**config.mk**
```make
export PLATFORM = sky130hd
export DESIGN_NAME = sync_mod_counter
export DESIGN_NICKNAME = d
export VERILOG_FILES = /design/src/rtl/sync_mod_counter.sv
export SDC_FILE = /design/constraint.sdc
export NUM_CORES = 1
export LEC_CHECK = 0
export BUFFER_PORTS_ARGS = -buffer_cell sky130_fd_sc_hd__clkbuf_2
export CAP_MARGIN = 20
export CORE_AREA = 2 2 51 53
export DETAILED_ROUTE_END_ITERATION = 8
export DIE_AREA = 0 0 53 55
export PLACE_DENSITY = 0.62
export SETUP_SLACK_MARGIN = 0.02
export SYNTH_ARGS = -nofsm -noshare
export SYNTH_HDL_FRONTEND = slang
export SYNTH_SLANG_ARGS = --single-unit
```
**constraint.sdc**
```tcl
create_clock -name i_clk -period 2.1 [get_ports i_clk]
set_clock_uncertainty 0.1 [all_clocks]
set_input_delay 0.42 -clock i_clk [delete_from_list [all_inputs] [get_ports i_clk]]
set_output_delay 0.42 -clock i_clk [all_outputs]
set_load 0.05 [all_outputs]
```
**src/rtl/sync_mod_counter.sv**
```systemverilog
`default_nettype none
// ============================================================================
// Module   : sync_mod_counter
// Purpose  : Modulo-MODULUS up/down counter. It has a synchronised clear, a
//            parallel load with clamping, wrap or saturate behaviour at the
//            bounds, and a registered terminal-count pulse.
// Revision : 1.0 - initial release
// ============================================================================
module sync_mod_counter #(
   parameter int N           = 6,
   parameter int MODULUS     = 60,
   parameter bit WRAP        = 1'b1,
   parameter int SYNC_STAGES = 2
) (
   input  logic         i_clk,
   input  logic         i_reset,
   input  logic         i_clear,
   input  logic         i_enable,
   input  logic         i_up,
   input  logic         i_load,
   input  logic [N-1:0] i_load_value,
   output logic [N-1:0] o_count,
   output logic         o_tc,
   output logic         o_at_max,
   output logic         o_at_zero
);

   // Upper bound held in N bits. MODULUS itself may be 2**N, which does not
   // fit, so every bound test is made against MODULUS-1 instead.
   localparam logic [N-1:0] MAX_COUNT = N'(MODULUS - 1);
   localparam logic [N-1:0] ONE       = N'(1);

   // Reject parameter sets that cannot describe a valid counter
   generate
      if ((MODULUS < 2) || (longint'(MODULUS) > (longint'(1) << N))) begin : g_bad_modulus
         $error("sync_mod_counter: MODULUS must satisfy 2 <= MODULUS <= 2**N");
      end
      if ((SYNC_STAGES < 1) || (SYNC_STAGES > 4)) begin : g_bad_sync
         $error("sync_mod_counter: SYNC_STAGES must be in 1..4");
      end
   endgenerate

   logic [SYNC_STAGES-1:0] sync_q;
   logic                   clr_sync;
   logic [N-1:0]           count_q;
   logic [N-1:0]           count_d;
   logic                   tc_q;
   logic                   tc_d;
   logic [N-1:0]           load_clamped;

   assign clr_sync = sync_q[SYNC_STAGES-1];

   // Clear-request synchroniser; reset flushes any request still in flight
   always_ff @(posedge i_clk) begin
      if (i_reset) begin
         sync_q <= '0;
      end else begin
         sync_q[0] <= i_clear;
         for (int k = 1; k < SYNC_STAGES; k++) begin
            sync_q[k] <= sync_q[k-1];
         end
      end
   end

   // Out-of-range load values are pinned to the top of the count range
   assign load_clamped = (i_load_value > MAX_COUNT) ? MAX_COUNT : i_load_value;

   // Next-state selection in priority order: clear, load, step, hold
   always_comb begin
      count_d = count_q;
      tc_d    = 1'b0;
      if (clr_sync) begin
         count_d = '0;
      end else if (i_load) begin
         count_d = load_clamped;
      end else if (i_enable) begin
         if (i_up) begin
            if (count_q == MAX_COUNT) begin
               // The wrap comes from this compare. The adder never overflows.
               count_d = WRAP ? '0 : count_q;
               tc_d    = 1'b1;
            end else begin
               count_d = count_q + ONE;
            end
         end else begin
            if (count_q == '0) begin
               count_d = WRAP ? MAX_COUNT : count_q;
               tc_d    = 1'b1;
            end else begin
               count_d = count_q - ONE;
            end
         end
      end
   end

   // Count and terminal-count registers
   always_ff @(posedge i_clk) begin
      if (i_reset) begin
         count_q <= '0;
         tc_q    <= 1'b0;
      end else begin
         count_q <= count_d;
         tc_q    <= tc_d;
      end
   end

   assign o_count   = count_q;
   assign o_tc      = tc_q;
   assign o_at_max  = (count_q == MAX_COUNT);
   assign o_at_zero = (count_q == '0);

endmodule
`default_nettype wire

```
==> impl_metrics.yaml <==
synth:
  avgSynthCellArea_um2: 7.469
  syn_inst: 97
  synthesis.nets: 112
  yosys_most_used_dff: "dfxtp_1"
  yosysWarnings: 0
  synth-async-reset-ratio_pct: 0
  synth_seq_cells: 9
  netlist_area_um2: 724.4
  synth-seq-area-share_pct: 24.87
  ys_types: 38
  synth-edff-count: 0
critical_path:
  slowest_delay_ps: 400
  required_ps: 1580
  path_cells: "nor4_2 -> and2_2 -> clkbuf_2"
  critPathTopFamily: "simple AND/OR/NAND/NOR gates"
  endpoint_kind: "output pin"
  crit_type: "flop to output pin"
  cp_data_arrival_time_ps: 1510
  crit_buf_inv: 1
  cp_max_fo: 13
  critPathSlowestCell: "dfxtp_2"
  startpoint_type: "flop"
layout:
  antennaDiodeCount: 0
  layout_commonest_cell: "clkbuf_2"
  layout_common_cells: "clkbuf_2, a21oi_1, nor2_1, dfxtp_1"
  syn_to_final_growth_pct: 24.87
  nets: 134
  drive_gt1_share_pct: 32.20
  fin_util_pct: 38.25
pwr:
  power.share.switching_pct: 40.41
  p_seq_share_pct: 36.5
  p_leak_nw: 0.3856
  intPower_w: 0.0003359
  ir_drop_v: 0.0004288
  switchingPower_w: 0.0002278
  power.density_nw_per_um2: 623.1
  p_clk_share_pct: 26.8
  pwr-share-comb_pct: 36.7
sta:
  fin_tns_setup_ps: 0
  tightest_slew_ps: 322.0
  finalMaxSlewViolations: 0
  min_period_ps: 2032
  period_share_pct: 96.77
  rsz0062_at_grt: "false"
  final_hold_viol_count: 0
  fmax_ghz: 0.4921
  finalSetupViolCount: 0
  relSlewSlack_pct: 77.98
clocking:
  cts_tree: "yes"
  clock-sinks: 9
  clock_path_buffers: 2
  htree_levels: 1
  cts_setup_buffers: 0
  clk_pin_slew_ps: 80
  cts_inserted_buffers: 3
  root_buffer: "clkbuf_4"
  clk_latency_ps: 280
drt:
  drtPass1Iterations: 4
  ant_nets: 0
  wl_mm: 2.054
  viasPerCell: 5.480
  drc: 0
  vias: 811
  wl_per_cell_um: 13.88
  drt_iter0_markers: 16
grt:
  antenna_found_initial: 0
  grt-ovfl-total: 0
  grt_pass1_vias: 692
  grt_pass1_wl_mm: 3.105
  grt_max_degree: 16
  grt_usage_pct: 14.90
floorplanning:
  start_util_pct: 30.63
  core_area_um2: 2365
  boundaryPins: 21
  rows: 18
  die_h_um: 55
  dieArea_um2: 2915
  die_w_um: 53
flow_run:
  maxCapViolCount: 0
worst_hold_path:
  hold_class: "input port to flop"
placement:
  dpl.hpwl_mm: 1.562
  place.gp.congestion: 0.9349
  port_buffers: 20
run_status:
  status: "completed"
-- layout make-up --
class	count	area (um2)
timing repair buffer	24	132.6
sequential	9	182.7
tap	30	37.54
clock buffer	4	26.28
fill	254	1460
inverter	4	15.01
multi-input combinational	77	510.5
-- Yosys cell counts (2+ instances only) --
cell / instances / area share (%)
nand4_1: 2 / 1.7
buf_2: 2 / 1.4
nand2b_1: 5 / 4.3
xor2_1: 3 / 3.6
o22ai_1: 2 / 1.7
nor3_1: 4 / 2.8
a21oi_1: 9 / 6.2
dfxtp_1: 9 / 25
o21ai_0: 5 / 3.5
nand3_1: 5 / 3.5
nand2_1: 3 / 1.6
o31a_1: 2 / 2.4
nand4b_1: 2 / 2.4
nor2_1: 8 / 4.1
inv_1: 4 / 2.1
ha_1: 3 / 5.2
nor2b_1: 4 / 3.5
nor3b_1: 2 / 2.1
clkbuf_1: 4 / 2.1
-- registers in the layout (all words and copies together), names as in the netlist --
name and count:
o_count 6, o_tc 1, sync_q 2
-- metrics by stage --
stage / hold slack [ps] / worst slack, ps / std cells / cell area (um2) / power (W)
6_report: 242.3 / 67.80 / 148 / 904.6 / 0.0005637
5_1_grt: 257.7 / 22.51 / 148 / 904.6 / 0.0005832
4_1_cts: 243.3 / 7.706 / 148 / 899.6 / 0.0005594
3_5_place_dp: 327.7 / 267.8 / 144 / 864.6 / 0.0004097
3_3_place_gp: 331.0 / 284.1 / 144 / 864.6 / 0.0004054
2_1_floorplan: 313.8 / 66.97 / 97 / 733.2 / 0.0003535
-- timing repair --
item | CTS | global route
setup endpoints to repair | 2 | 2
gates resized for setup | 2 | 3
endpoints found under the hold margin | 0 | 0
hold buffers | 0 | 0
-- worst paths after layout --
check             start         end  slack, ps  cells past startpoint
max          o_count[3]   o_at_zero         70                      3
min             i_reset   sync_q[1]        240                      2
max reg2reg  o_count[5]  o_count[2]        370                      5
min reg2reg   sync_q[0]   sync_q[1]        340                      1
-- power groups by stage --
stage	Clock [W]	Sequential, W	Combinational, W
2_1_floorplan	0	0.000234	0.000120
3_3_place_gp	0	0.000205	0.000200
3_5_place_dp	0	0.000207	0.000203
4_1_cts	0.000150	0.000204	0.000205
5_1_grt	0.000152	0.000208	0.000223
6_report	0.000151	0.000206	0.000207
-- per-layer routing --
| metal | track usage, % | vias up | part of all wire (%) |
|---|---|---|---|
| met5 | 0 | - | 0 |
| met4 | 5.556 | 0 | 1.9 |
| met3 | 2.957 | 6 | 6.8 |
| met2 | 27.08 | 35 | 50 |
| met1 | 17.35 | 379 | 41 |
| li1 | - | 391 | - |
-- cell families (layout without fill, tap and decap cells) --
family | after synthesis | after routing | share of synthesized area, %
and+or+nand+nor | 45 | 45 | 36.44
AOI/OAI and AO/OA | 26 | 26 | 22.80
buffers and inverters | 11 | 32 | 7.080
DFF | 9 | 9 | 24.87
adders and majority gates | 3 | 3 | 5.182
xor gates and xnor gates | 3 | 3 | 3.628
(Power assumes the default switching activity.)
